--- config.mk ---
export PLATFORM = sky130hd
export DESIGN_NAME = fetch_unit
export DESIGN_NICKNAME = d
export VERILOG_FILES = /design/src/rtl/riscv_pkg.sv /design/src/rtl/fetch_fifo.sv /design/src/rtl/fetch_unit.sv
export SDC_FILE = /design/constraint.sdc
export NUM_CORES = 1
export LEC_CHECK = 0
export ABC_CLOCK_PERIOD_IN_PS = 3450
export BUFFER_PORTS_ARGS = -buffer_cell sky130_fd_sc_hd__buf_2
export CAP_MARGIN = 10
export CORE_AREA = 2 2 137 105
export DETAILED_ROUTE_END_ITERATION = 8
export DIE_AREA = 0 0 139 107
export GPL_TIMING_DRIVEN = 0
export PLACE_DENSITY = 0.83
export SYNTH_ARGS = -nofsm -noshare
export SYNTH_HDL_FRONTEND = slang
export SYNTH_SLANG_ARGS = --single-unit
--- constraint.sdc ---
create_clock -name clk -period 3.45 [get_ports clk]
set_input_delay 0.1725 -clock clk [delete_from_list [all_inputs] [get_ports clk]]
set_output_delay 0.1725 -clock clk [all_outputs]
set_load 0.005 [all_outputs]
--- src/rtl/riscv_pkg.sv ---
// Shared architectural constants and the fetch-queue entry layout.
package riscv_pkg;

  localparam int unsigned XLEN    = 32;
  localparam int unsigned INSTR_W = 32;

  localparam logic [XLEN-1:0] PC_INC           = 32'd4;
  localparam logic [XLEN-1:0] DEFAULT_RESET_PC = 32'h0000_0000;

  // One fetch-queue entry: the fetched word tagged with its address.
  typedef struct packed {
    logic [XLEN-1:0]    pc;
    logic [INSTR_W-1:0] instr;
  } fetch_entry_t;

endpackage

--- src/rtl/fetch_fifo.sv ---
// Small synchronous FIFO holding fetched {pc, instr} entries, with flush.
module fetch_fifo #(
  parameter int DEPTH = 2,
  parameter int WIDTH = 64
) (
  input  logic             clk,
  input  logic             rst_n,
  input  logic             flush,
  input  logic             push,
  input  logic [WIDTH-1:0] wdata,
  input  logic             pop,
  output logic [WIDTH-1:0] rdata,
  output logic             not_empty,
  output logic             full
);

  localparam int AW = (DEPTH > 1) ? $clog2(DEPTH) : 1;
  localparam int CW = $clog2(DEPTH + 1);

  logic [WIDTH-1:0] mem [DEPTH];
  logic [AW-1:0]    wr_ptr;
  logic [AW-1:0]    rd_ptr;
  logic [CW-1:0]    count;
  logic             push_eff;
  logic             pop_eff;

  assign not_empty = (count != '0);
  assign full      = (count == CW'(DEPTH));
  assign rdata     = mem[rd_ptr];

  // A push into a full queue is only legal when the head leaves in the same cycle.
  assign pop_eff  = pop & not_empty;
  assign push_eff = push & (~full | pop_eff);

  // Pointer and occupancy tracking; flush empties the queue without touching storage.
  always_ff @(posedge clk or negedge rst_n) begin
    if (!rst_n) begin
      wr_ptr <= '0;
      rd_ptr <= '0;
      count  <= '0;
    end else if (flush) begin
      wr_ptr <= '0;
      rd_ptr <= '0;
      count  <= '0;
    end else begin
      if (push_eff) wr_ptr <= wr_ptr + 1'b1;
      if (pop_eff)  rd_ptr <= rd_ptr + 1'b1;
      case ({push_eff, pop_eff})
        2'b10:   count <= count + 1'b1;
        2'b01:   count <= count - 1'b1;
        default: count <= count;
      endcase
    end
  end

  // Entry storage; cleared on reset so the head reads as zero out of reset.
  always_ff @(posedge clk or negedge rst_n) begin
    if (!rst_n) begin
      for (int unsigned i = 0; i < DEPTH; i++) mem[i] <= '0;
    end else if (push_eff && !flush) begin
      mem[wr_ptr] <= wdata;
    end
  end

endmodule

--- src/rtl/fetch_unit.sv ---
// Instruction fetch: PC register, next-PC selection and a decoupling queue to decode.
module fetch_unit
  import riscv_pkg::*;
#(
  parameter logic [XLEN-1:0] RESET_PC = DEFAULT_RESET_PC,
  parameter int              QDEPTH   = 2
) (
  input  logic               clk,
  input  logic               rst_n,
  input  logic               fetch_en,
  output logic [XLEN-1:0]    pc,
  input  logic [INSTR_W-1:0] instruction,
  input  logic               redirect_valid,
  input  logic [XLEN-1:0]    redirect_pc,
  output logic               out_valid,
  input  logic               out_ready,
  output logic [INSTR_W-1:0] out_instr,
  output logic [XLEN-1:0]    out_pc
);

  fetch_entry_t wr_entry;
  fetch_entry_t head;
  logic         q_full;
  logic         deq;
  logic         enq;
  logic [XLEN-1:0] pc_next;

  assign deq = out_valid & out_ready;
  assign enq = fetch_en & ~redirect_valid & (~q_full | deq);

  assign wr_entry.pc    = pc;
  assign wr_entry.instr = instruction;

  // Next PC: redirect wins, otherwise advance only when a word was accepted.
  always_comb begin
    pc_next = pc;
    if (redirect_valid) begin
      pc_next = redirect_pc & ~XLEN'(3);
    end else if (enq) begin
      pc_next = pc + PC_INC;
    end
  end

  // PC register; pc is a pure register output.
  always_ff @(posedge clk or negedge rst_n) begin
    if (!rst_n) pc <= RESET_PC;
    else        pc <= pc_next;
  end

  fetch_fifo #(
    .DEPTH (QDEPTH),
    .WIDTH ($bits(fetch_entry_t))
  ) u_fifo (
    .clk       (clk),
    .rst_n     (rst_n),
    .flush     (redirect_valid),
    .push      (enq),
    .wdata     (wr_entry),
    .pop       (deq),
    .rdata     (head),
    .not_empty (out_valid),
    .full      (q_full)
  );

  assign out_instr = head.instr;
  assign out_pc    = head.pc;

endmodule
### Yosys cells after proc, flatten, opt, wreduce, memory -nomap -nowiden

Index checks and enable logic that the tools add are counted.

* flip-flop bits (word level): 164
* bits in latches: 0
* RAM bits: 0
* bits in read-only memories: 0
* input port bits: 69
* output and inout port bits: 97
* word-level logic and storage cells: 50
* memories kept: 0

* $add $sub $neg: 5
* multipliers: 0
* div/mod/pow operators: 0
* $lt $le $gt $ge: 3
* equality and inequality tests: 3
* shift-type cells: 0
* mux-type cells: 14
* bitwise gates (word level): 11
* reduce and logical (&&, ||, !) cells: 8

Operators by type and width (number)
* two-way mux 64 bit: 4
* bitwise mux 128 bit: 1
* demux 64 bit (select 1 bit): 1
* two-way mux 32 bit: 2
* adder 32 x 3 -> 32 bit (second input constant): 1
* nonzero test 2 bit: 4
* AND 1 bit: 5
* equality test 2 bit (second input constant): 2
* greater-or-equal comparator 2 bit (second input constant): 2
* two-way mux 1 bit: 4
* inverter 1 -> 2 bit: 2
* case mux 2 bit (2 select lines): 1
* nonzero test 3 bit: 1
* adder 1 bit (second input constant): 2
* adder 2 x 1 -> 2 bit (second input constant): 1
* equality test 2 x 1 -> 1 bit (second input constant): 1
* logical AND 1 bit: 2
* < comparator 2 x 1 -> 1 bit (second input constant): 1
* two-way mux 2 bit: 1
* inverter 1 bit: 2
* bitwise OR 1 bit: 2
* subtractor 2 x 1 -> 2 bit (second input constant): 1
* zero test 1 bit: 1

### Longest topological paths before layout

Gate-level depths: netlist (run 1).

* depth after elaboration: 8
* gate-level depth with buffers: 7

### Cells and area by module

Synthesis (run 1) repeated with hierarchy kept, for this count alone.

* cell total of the unflattened synthesis: 598
* area total of the unflattened synthesis: 7862.5 µm²

By module, submodules not included
* fetch_fifo: times used 1, cells an instance 365, area each 5916.9 µm², sequential area each 3303.2 µm²
* fetch_unit: times used 1, cells an instance 233, area each 1945.6 µm², sequential area each 750.7 µm²

### Worst setup path after synthesis (run 1)

Ideal clock, no wire load.

* path kind: reg2reg
* start point: register pc[2]
* end point: register pc[26]
* setup time: 0.082 ns
* arrival time: 1.936 ns
* data required time: 3.368 ns
* slack: 1.432 ns
* cell stages (with the launch flop): 7
* buffers on the path: 1
* cells stage by stage: dfrtp_1 ha_1 nand4_1 or4b_1 buf_2 or4_1 a31oi_1

* longest elaborated chain between the ends: 3

RTL lines
* start, declared: line fetch_unit.sv:11 `output logic [XLEN-1:0] pc,`
* start signal, assigned: line fetch_unit.sv:47 `else pc <= pc_next;`
* adder 32 x 3 -> 32 bit: line fetch_unit.sv:40 `pc_next = pc + PC_INC;`
* two-way mux 32 bit: line fetch_unit.sv:39 `end else if (enq) begin`
* two-way mux 32 bit: line fetch_unit.sv:37 `if (redirect_valid) begin`

No other way between the ends. The select of a mux whose other input is x is not followed.
A chain may end at the register's enable or synchronous reset.

### Worst setup path in the final report (run 1)

* start point: register u_fifo.rd_ptr
* end point: output port out_pc[3]

* longest elaborated chain between the ends: 4

RTL lines
* start, declared: line fetch_fifo.sv:22 `logic [AW-1:0] rd_ptr;`
* start signal, assigned: line fetch_fifo.sv:47 `if (pop_eff) rd_ptr <= rd_ptr + 1'b1;`
* inverter 1 -> 2 bit (implied by the code): line fetch_fifo.sv:29 `assign rdata = mem[rd_ptr];`
* two-way mux 64 bit (implied by the code) (3 in a row): line fetch_fifo.sv:29
* end, declared: line fetch_unit.sv:18 `output logic [XLEN-1:0] out_pc`

No other way between the ends. The select of a mux whose other input is x is not followed.

==> results of run 1 <==
[worst min-delay path by stage]
stage                               start             end  slack [ns]
final                      instruction[2]   u_fifo.mem[2]        0.01
after global routing      instruction[30]  u_fifo.mem[94]       0.002
after CTS                 instruction[30]  u_fifo.mem[94]      0.0003
after detailed placement            rst_n  u_fifo.mem[92]        0.17
after global placement     redirect_pc[6]           pc[6]        0.39
after floorplan                     rst_n          pc[10]       -0.12
[cells by family (layout without fill, tap and decap cells)]
kind of cell               Yosys count  count (layout)  synth area share
AOI/OAI and AO/OA                   53              53           0.04458
xor gates and xnor gates            13              13           0.01555
adders and majority gates            1               1          0.001708
buffers and inverters               43             271           0.02887
DFF                                158             158            0.5398
muxes                              187             187            0.2872
other                                1               4         0.0005120
and+or+nand+nor                    110             110           0.08183
[through the flow]
stage          cells  total power (W)  hold WS, ns  setup WS (ns)
5_1_grt          972         0.005937     0.001605         0.7609
3_3_place_gp     902         0.003736       0.3859        0.05086
4_1_cts          972         0.005680    0.0003199         0.9191
6_report         972         0.005651      0.01082         0.9414
2_1_floorplan    569         0.003303      -0.1231          1.432
3_5_place_dp     903         0.003840       0.1743         0.9274
[final cells by class]
class	count	area share
Buffer	39	0.02108
Clock buffer	18	0.04713
Clock inverter	14	0.01383
Inverter	4	0.001611
Multi-Input combinational cell	368	0.3403
Sequential cell	158	0.4243
Tap cell	175	0.02350
Timing Repair Buffer	196	0.1282
[registers in the layout (all words and copies together), names as in the netlist]
| register | count |
|---|---|
| u_fifo.mem | 124 |
| u_fifo.wr_ptr | 1 |
| u_fifo.count | 2 |
| pc | 30 |
| u_fifo.rd_ptr | 1 |
[layer usage]
metal | GRT usage | wire, µm | vias up
met3 | 0.06342 | 1067 | 25
li1 | - | - | 2509
met5 | 0 | 0 | -
met2 | 0.4272 | 9031 | 164
met1 | 0.3154 | 7633 | 2765
met4 | 0.08297 | 259 | 0
[report_power, final]
part           leakage [nW]  switching [W]  internal, W  total [W]
clock network         0.286       0.000773      0.00102    0.00180
logic                  1.96       0.000502     0.000764    0.00127
registers              1.86       0.000278      0.00231    0.00259
[worst register-to-register path: stages, from the launching register on]
cell	delay [ns]
dfrtp_1	0.45
or3b_2	0.22
buf_2	0.21
nand2_1	0.22
nor3_2	0.51
buf_2	0.40
mux2_2	0.39
[cell usage in the layout (no fill, tap or decap), drive strengths merged, types with 7 or more instances in the layout]
cell type,instances
nor2,22
dfrtp,158
clkinv,7
xor2,9
or4,14
dlygate4sd3,37
o31ai,14
mux2,185
nand4,13
nand2,23
nand3,11
a31oi,19
clkbuf,33
buf,183
inv,10
o21ai,18
==> impl_metrics.csv, run 1 <==
group,metric,value,unit
clock_tree,clk_path_buf_depth,2,
routing,drt_iter0_drc,411,
clock_tree,cts_resized,0,
sta,timing.fmax,0.3986,GHz
floorplan,die_w,139,µm
finish,diodes,0,
clock_tree,clk_pin_slew,0.06,ns
sta,hold_viol_final,0,
yosys,postSynthAreaPerCell,12.94,µm²
routing,routed_wl,17990,µm
yosys,netlist.top_cell.by_area,"dfrtp_1",
sta,slew_headroom,0.4732,
routing,postRouteAntennaNets,0,
worst_setup_path,path_cells,"clkbuf_1 -> buf_1 -> mux2_2 -> buf_2",
yosys,ys_top_cells_by_count,"mux2_2 (185), dfrtp_1 (158), nand2_1 (23), nor2_1 (22), a31oi_1 (19)",
yosys,synth.area.top_cells,"dfrtp_1 (54%), mux2_2 (28%), a31oi_1 (1.6%)",
finish,fin_area,9318,µm²
yosys,ys_warn_count,0,
power_and_ir_drop,powerDensity,606.4,nW/µm²
routing,drtPass1Iterations,4,
worst_setup_path,cp_top_family,"buffers and inverters",
clock_tree,cts_tree,"done",
worst_setup_path,critPathKind,"flip-flop to output pin",
worst_setup_path,end_kind,"output pin",
yosys,ys_seq_elements,158,
worst_setup_path,reg2reg_slack,0.94,ns
worst_setup_path,worstPathArrival,2.34,ns
worst_setup_path,worst-path-stages,4,
global_route,grt_pass1_wl,29280,µm
worst_setup_path,critPathCapture,"out_pc[3]",
sta,period_share,0.7271,
worst_setup_path,crit_required,3.28,ns
finish,multiInputGateArea,3171,µm²
floorplan,fp-row-count,37,
global_route,grt_pass1_vias,5864,
clock_tree,clkLatencyLatePin,0.42,ns
worst_setup_path,start_kind,"flip-flop",
worst_setup_path,r2r_start,"u_fifo.count[1]",
finish,fill_cells,998,
routing,num_vias,5463,
global_route,overflow,0,
clock_tree,postCtsHoldBufs,37,
yosys,synth_edf_count,0,
global_route,track_usage,0.2504,
clock_tree,cts.sinks,158,
place,io_buffer_count,158,
worst_setup_path,r2r-end,"u_fifo.mem[112]",
routing,viasPerCell,5.620,
yosys,syn_area,7325,µm²
routing,drc,0,
yosys,synth.most_common_cell,"mux2_2",
sta,final.setup.tns,0,ns
worst_setup_path,r2r_cells,6,
yosys,synth.top_cell.area_share,0.5398,
place,hpwlAfterDp,12160,µm
yosys,synth_ff_type,"dfrtp_1",
finish,num-nets-final,854,
clock_tree,cts_made_buffers,17,
status,outcome,"completed",
yosys,ys_seq_area_frac,0.5398,
worst_setup_path,cpPeakStageDelay,0.66,ns
worst_setup_path,crit_path_max_fanout,10,
clock_tree,cts-root-buf,"clkbuf_16",
finish,area_delta_synth_final,27.21,%
sta,finalMaxSlewViolations,0,
global_route,antenna_found_initial,1,
worst_setup_path,crit_slowest_cell,"buf_1",
finish,final_util,0.6893,
finish,drive_above_1_share,0.5006,
clock_tree,htreeDepth,4,
sta,fin_skew,0.01024,ns
place,routabilityCongestion,0.8473,
clock_tree,cts_setup_buffers,0,
floorplan,core_region_area,13520,µm²
place,placed_area,8379,µm²
yosys,synthArstFlopShare,1.000,
hold_path,hold_depth,2,
sta,setup_viol,0,
floorplan,dieArea,14870,µm²
worst_setup_path,cp.buffers_inverters,3,
power_and_ir_drop,vdd_drop_max,395.1,µV
routing,avgRoutedWirePerCell,18.51,µm
finish,regArea,3954,µm²
power_and_ir_drop,leakage,4.105,nW
hold_path,hold_path.class,"primary input to flip-flop",
sta,rsz0062_at_grt,"false",
yosys,synth_cells,566,
floorplan,start_util,0.5418,
sta,tightestPinTransition,0.7902,ns
flow_run,maxCapViolCount,0,
worst_setup_path,crit_start,"u_fifo.rd_ptr",
floorplan,die_h,107,µm
floorplan,ios,166,
sta,min_period,2.509,ns
global_route,grt_max_degree,101,
yosys,ys_types,35,
(Power assumes the default switching activity.)
==> inputs of run 2 (changes only) <==
--- a/config.mk
+++ b/config.mk
@@ -5,14 +5,14 @@
 export SDC_FILE = /design/constraint.sdc
 export NUM_CORES = 1
 export LEC_CHECK = 0
-export ABC_CLOCK_PERIOD_IN_PS = 3450
+export ABC_CLOCK_PERIOD_IN_PS = 2600
 export BUFFER_PORTS_ARGS = -buffer_cell sky130_fd_sc_hd__buf_2
 export CAP_MARGIN = 10
-export CORE_AREA = 2 2 137 105
+export CORE_AREA = 2 2 138 106
 export DETAILED_ROUTE_END_ITERATION = 8
-export DIE_AREA = 0 0 139 107
+export DIE_AREA = 0 0 140 108
 export GPL_TIMING_DRIVEN = 0
-export PLACE_DENSITY = 0.83
+export PLACE_DENSITY = 0.82
 export SYNTH_ARGS = -nofsm -noshare
 export SYNTH_HDL_FRONTEND = slang
 export SYNTH_SLANG_ARGS = --single-unit
==> constraint.sdc (replaced) <==
create_clock -name clk -period 2.6 [get_ports clk]
set_input_delay 0.13 -clock clk [delete_from_list [all_inputs] [get_ports clk]]
set_output_delay 0.13 -clock clk [all_outputs]
set_load 0.005 [all_outputs]
==> impl_metrics.csv, run 2 (synthesis gave the netlist of run 1 again) <==
group,metric,value,unit
sta,period_share,0.9397,
worst_setup_path,end_kind,"output pin",
routing,drtPass1Iterations,8,
sta,rsz0062_at_grt,"false",
sta,fin_skew,0.01255,ns
sta,tightestPinTransition,0.7353,ns
finish,drive_above_1_share,0.4866,
place,routabilityCongestion,0.8565,
finish,diodes,0,
finish,final_cell_mix,"mux2_2 (185), buf_2 (167), dfrtp_1 (158)",
global_route,grt_pass1_wl,29910,µm
sta,finalMaxSlewViolations,0,
hold_path,worstHoldEndpoint,"pc[30]",
floorplan,die_w,140,µm
clock_tree,clk_path_buf_depth,2,
hold_path,hold_depth,3,
sta,hold_viol_final,0,
place,dp_cells,903,
finish,top_register,"u_fifo.mem",
routing,num_vias,5665,
hold_path,worstHoldStart,"redirect_pc[30]",
clock_tree,cts_made_buffers,17,
place,io_buffer_count,158,
floorplan,die_h,108,µm
routing,routed_wl,18790,µm
sta,setup_viol,0,
finish,largest_registers,"u_fifo.mem (124), pc (30), u_fifo.count (2)",
worst_setup_path,crit_path_max_fanout,10,
floorplan,core_region_area,13660,µm²
worst_setup_path,critPathKind,"flip-flop to output pin",
status,outcome,"complete, but fails checks",
finish,largest_reg_flops,124,
floorplan,ios,166,
flow_run,maxCapViolCount,0,
worst_setup_path,start_kind,"flip-flop",
routing,drt_iter0_drc,463,
worst_setup_path,worstPathArrival,2.31,ns
clock_tree,htreeDepth,4,
power_and_ir_drop,vdd_drop_max,531.8,µV
clock_tree,cts-root-buf,"clkbuf_16",
global_route,grt_pass1_vias,5895,
power_and_ir_drop,powerDensity,824.4,nW/µm²
place,hpwlAfterDp,12490,µm
routing,postRouteAntennaNets,0,
sta,min_period,2.443,ns
finish,fill_cells,934,
floorplan,fp-row-count,37,
clock_tree,cts_tree,"done",
routing,viasPerCell,5.682,
routing,avgRoutedWirePerCell,18.85,µm
clock_tree,cts.sinks,158,
clock_tree,clkLatencyLatePin,0.42,ns
clock_tree,clk_pin_slew,0.06,ns
worst_setup_path,r2r_start,"u_fifo.count[1]",
finish,num-nets-final,881,
floorplan,start_util,0.5363,
sta,slew_headroom,0.5098,
sta,whs,0.01776,ns
floorplan,dieArea,15120,µm²
finish,area_delta_synth_final,32.17,%
worst_setup_path,reg2reg_slack,0.28,ns
sta,timing.fmax,0.4093,GHz
global_route,grt_max_degree,95,
hold_path,hold_path.class,"primary input to flip-flop",
global_route,antenna_found_initial,0,
routing,drc,15,
finish,final_common_cell,"mux2_2",
power_and_ir_drop,power.total,0.007980,W
worst_setup_path,r2r_cells,6,
worst_setup_path,crit_required,2.47,ns
power_and_ir_drop,leakage,4.253,nW
global_route,track_usage,0.2535,
finish,stdcell_count,997,
global_route,overflow,0,
status,violations,"DRC",
worst_setup_path,crit_start,"u_fifo.rd_ptr",
worst_setup_path,r2r-end,"u_fifo.mem[124]",
[run 2: cell types whose count changed in the layout (fill, tap and decap cells not counted), sizes merged]
cell,previous run,this run
clkinvlp,0,1
dlygate4sd3,37,61
buf,183,186
clkinv,7,3
inv,10,7
clkbuf,33,32
bufinv,1,6
[run 2: worst max-delay path by stage]
stage                      endpoint  slack (ns)  cells after the start
floorplan                    pc[26]        0.58                      6
global placement     u_fifo.mem[90]       -0.71                      1
detailed placement  u_fifo.mem[112]        0.09                      6
CTS                 u_fifo.mem[112]        0.07                      6
global route              out_pc[9]        0.04                      4
finish                    out_pc[8]        0.16                      4
[run 2: layer usage]
metal  track usage  vias to the layer above  share of wire
met5             0                        -              0
met2        0.4240                      231           0.49
met1        0.3296                     2850           0.42
met3       0.06422                       39          0.073
li1              -                     2545              -
met4       0.08153                        0          0.018
[run 2: final cells by class]
class,count,area (µm²),share of cell area
inverters,4,15.01,0.001551
clock inverters,13,236.5,0.02443
plain buffers,39,196.4,0.02029
repair buffers,223,1458,0.1506
clock buffers,17,425.4,0.04394
flip-flops and latches,158,3954,0.4084
multi-input cells,368,3177,0.3282
well taps,175,219.0,0.02262
[run 2: critical path: stages (launching register included)]
cell	delay, ns
dfrtp_1	0.32
clkbuf_1	0.41
buf_1	0.62
mux2_2	0.42
buf_2	0.13
[run 2: power breakdown]
part	switching, W	internal, W	leakage, nW
sequential	0.000380	0.00306	1.86
combinational	0.000685	0.00104	2.07
clock	0.00101	0.00180	0.320
total	0.00207	0.00591	4.25
[run 2: repair_timing]
item / CTS / global route
resized for setup: 0 / 1
setup buffers: 0 / 3
hold endpoints to repair: 156 / 0
endpoints found under the setup margin: 0 / 63
hold buffers: 61 / 0
[run 2: stage by stage]
stage                     setup TNS [ns]  worst slack (ns)  utilization  area (µm²)
after floorplan                        0            0.5822            -        7336
after global placement           -110.66           -0.7120       0.6111        8346
after detailed placement               0           0.08551       0.6136        8379
after CTS                              0           0.06594       0.7067        9652
after global routing                   0           0.04093       0.7088        9681
final                                  0            0.1568       0.7088        9681
==> inputs of run 3 (changes only) <==
--- a/config.mk
+++ b/config.mk
@@ -8,11 +8,14 @@
 export ABC_CLOCK_PERIOD_IN_PS = 2600
 export BUFFER_PORTS_ARGS = -buffer_cell sky130_fd_sc_hd__buf_2
 export CAP_MARGIN = 10
-export CORE_AREA = 2 2 138 106
+export CELL_PAD_IN_SITES_DETAIL_PLACEMENT = 1
+export CELL_PAD_IN_SITES_GLOBAL_PLACEMENT = 1
+export CORE_AREA = 2 2 154 119
 export DETAILED_ROUTE_END_ITERATION = 8
-export DIE_AREA = 0 0 140 108
+export DIE_AREA = 0 0 156 121
 export GPL_TIMING_DRIVEN = 0
-export PLACE_DENSITY = 0.82
+export PLACE_DENSITY = 0.81
+export REMOVE_ABC_BUFFERS = 1
 export SYNTH_ARGS = -nofsm -noshare
 export SYNTH_HDL_FRONTEND = slang
 export SYNTH_SLANG_ARGS = --single-unit
==> impl_metrics.csv, run 3 (synthesis gave the netlist of run 1 again) <==
group,metric,value,unit
finish,final_cell_mix,"mux2_2 (185), buf_2 (158), dfrtp_1 (157)",
place,routabilityCongestion,0.8229,
finish,largest_registers,"u_fifo.mem (124), pc (30), u_fifo.count (2)",
hold_path,hold_depth,4,
worst_setup_path,worst-path-stages,6,
place,io_buffer_count,159,
global_route,grt_max_degree,88,
status,outcome,"completed",
worst_setup_path,path_cells,"or3b_2 -> nand2_1 -> nor3_4 -> buf_16 -> buf_16 -> mux2_2",
flow_run,maxCapViolCount,0,
clock_tree,cts-root-buf,"clkbuf_16",
sta,slew_headroom,0.3630,
worst_setup_path,crit_path_max_fanout,17,
finish,area_delta_synth_final,32.35,%
floorplan,fp-row-count,42,
finish,drive_above_1_share,0.4918,
sta,setup_viol,0,
worst_setup_path,worstPathArrival,2.78,ns
power_and_ir_drop,leakage,4.197,nW
clock_tree,cts.sinks,158,
routing,viasPerCell,5.383,
worst_setup_path,cpPeakStageDelay,0.51,ns
routing,avgRoutedWirePerCell,19.84,µm
floorplan,die_w,156,µm
floorplan,core_region_area,17290,µm²
place,dp_cells,919,
clock_tree,cts_tree,"done",
clock_tree,clk_pin_slew,0.06,ns
place,dp_slack,-0.8537,ns
global_route,grt_pass1_wl,32000,µm
routing,drt_iter0_drc,238,
sta,hold_viol_final,0,
place,hpwlAfterDp,13010,µm
power_and_ir_drop,vdd_drop_max,464.1,µV
sta,tightestPinTransition,0.9555,ns
global_route,grt_pass1_vias,5897,
worst_setup_path,cp.buffers_inverters,2,
power_and_ir_drop,power_switching,0.002088,W
clock_tree,cts_made_buffers,17,
power_and_ir_drop,combPwrFrac,0.223,
sta,period_share,0.9555,
routing,postRouteAntennaNets,0,
worst_setup_path,crit_slowest_cell,"nor3_4",
finish,largest_reg_flops,124,
global_route,track_usage,0.2202,
finish,final_common_cell,"mux2_2",
finish,fill_cells,1751,
worst_setup_path,crit_path_frequent_cell,"buf_16",
power_and_ir_drop,powerDensity,797.1,nW/µm²
power_and_ir_drop,clkPwrFrac,0.327,
worst_setup_path,r2r_cells,6,
power_and_ir_drop,p_int,0.005639,W
finish,multiInputGateArea,3181,µm²
worst_setup_path,end_kind,"flip-flop",
power_and_ir_drop,seqPwrFrac,0.451,
sta,timing.fmax,0.4025,GHz
clock_tree,clkLatencyLatePin,0.43,ns
finish,top_register,"u_fifo.mem",
finish,stdcell_count,1017,
finish,num-nets-final,854,
sta,min_period,2.484,ns
routing,drtPass1Iterations,4,
floorplan,dieArea,18880,µm²
routing,drc,0,
floorplan,ios,166,
worst_setup_path,crit_required,2.90,ns
sta,finalMaxSlewViolations,0,
finish,regArea,3958,µm²
worst_setup_path,critPathKind,"flip-flop to flip-flop",
floorplan,die_h,121,µm
power_and_ir_drop,switching_share,0.2703,
hold_path,hold_path.class,"primary input to flip-flop",
floorplan,start_util,0.4237,
sta,fin_skew,0.01900,ns
sta,setup_slack,0.1157,ns
finish,final_util,0.5607,
clock_tree,clk_path_buf_depth,2,
routing,routed_wl,20180,µm
global_route,overflow,0,
sta,final.setup.tns,0,ns
clock_tree,htreeDepth,4,
worst_setup_path,start_kind,"flip-flop",
finish,diodes,0,
global_route,antenna_found_initial,1,
routing,num_vias,5475,
worst_setup_path,cp_top_family,"simple AND/OR/NAND/NOR gates",
## run 3: worst min-delay path, delay by kind of cell
family	cells	cell delay (ns)
XOR/XNOR	1	0.06
AND/OR/NAND/NOR	2	0.15
buffers and inverters	1	0.14
## run 3: layout make-up
cell class              instances  share of cell area
clock buffers                  24             0.05072
multi-input cells             368              0.3281
clock inverters                 8             0.01084
flip-flops and latches        158              0.4082
repair inverters                1           0.0005163
inverters                       4            0.001936
repair buffers                234              0.1713
well taps                     220             0.02839
## run 3: path summary, 6_finish.rpt
check                                 from              to  slack, ns
min reg2reg                 u_fifo.mem[53]  u_fifo.mem[53]       0.49
min in group asynchronous            rst_n   u_fifo.mem[6]       0.31
min                              out_ready   u_fifo.rd_ptr       0.09
max in group asynchronous            rst_n   u_fifo.rd_ptr       1.40
max reg2reg                u_fifo.count[1]  u_fifo.mem[71]       0.12
max                        u_fifo.count[1]  u_fifo.mem[71]       0.12
## run 3: power groups by stage
stage / combinational (W) / clock, W / sequential [W]
after global placement: 0.00154 / 0 / 0.00343
final: 0.00172 / 0.00253 / 0.00348
after floorplan: 0.00101 / 0 / 0.00336
after CTS: 0.00173 / 0.00257 / 0.00348
after global routing: 0.00188 / 0.00270 / 0.00357
after detailed placement: 0.00163 / 0 / 0.00351
## run 3: timing repair
action	CTS	global route
hold endpoints to repair	165	0
hold buffers	63	0
endpoints found under the setup margin	55	9
resized for setup	1	1
setup buffers	1	1
gates cloned	1	0
pin swaps	1	1
## run 3: layer usage
metal / GRT usage / vias to the layer above / routed length [µm]
met5: 0 / - / 0
met4: 0.04759 / 0 / 163
met3: 0.05929 / 15 / 1065
met2: 0.3827 / 173 / 10040
met1: 0.2767 / 2789 / 8912
li1: - / 2498 / -
## run 3: per-stage QoR
stage / total power (W) / cell area [µm²] / hold WS (ns)
4_1_cts: 0.007780 / 9683 / 0.08680
5_1_grt: 0.008141 / 9694 / 0.1050
3_5_place_dp: 0.005146 / 8439 / 0.1794
6_report: 0.007727 / 9694 / 0.09297
3_3_place_gp: 0.004974 / 8210 / 0.3424
2_1_floorplan: 0.004369 / 7139 / -0.1656
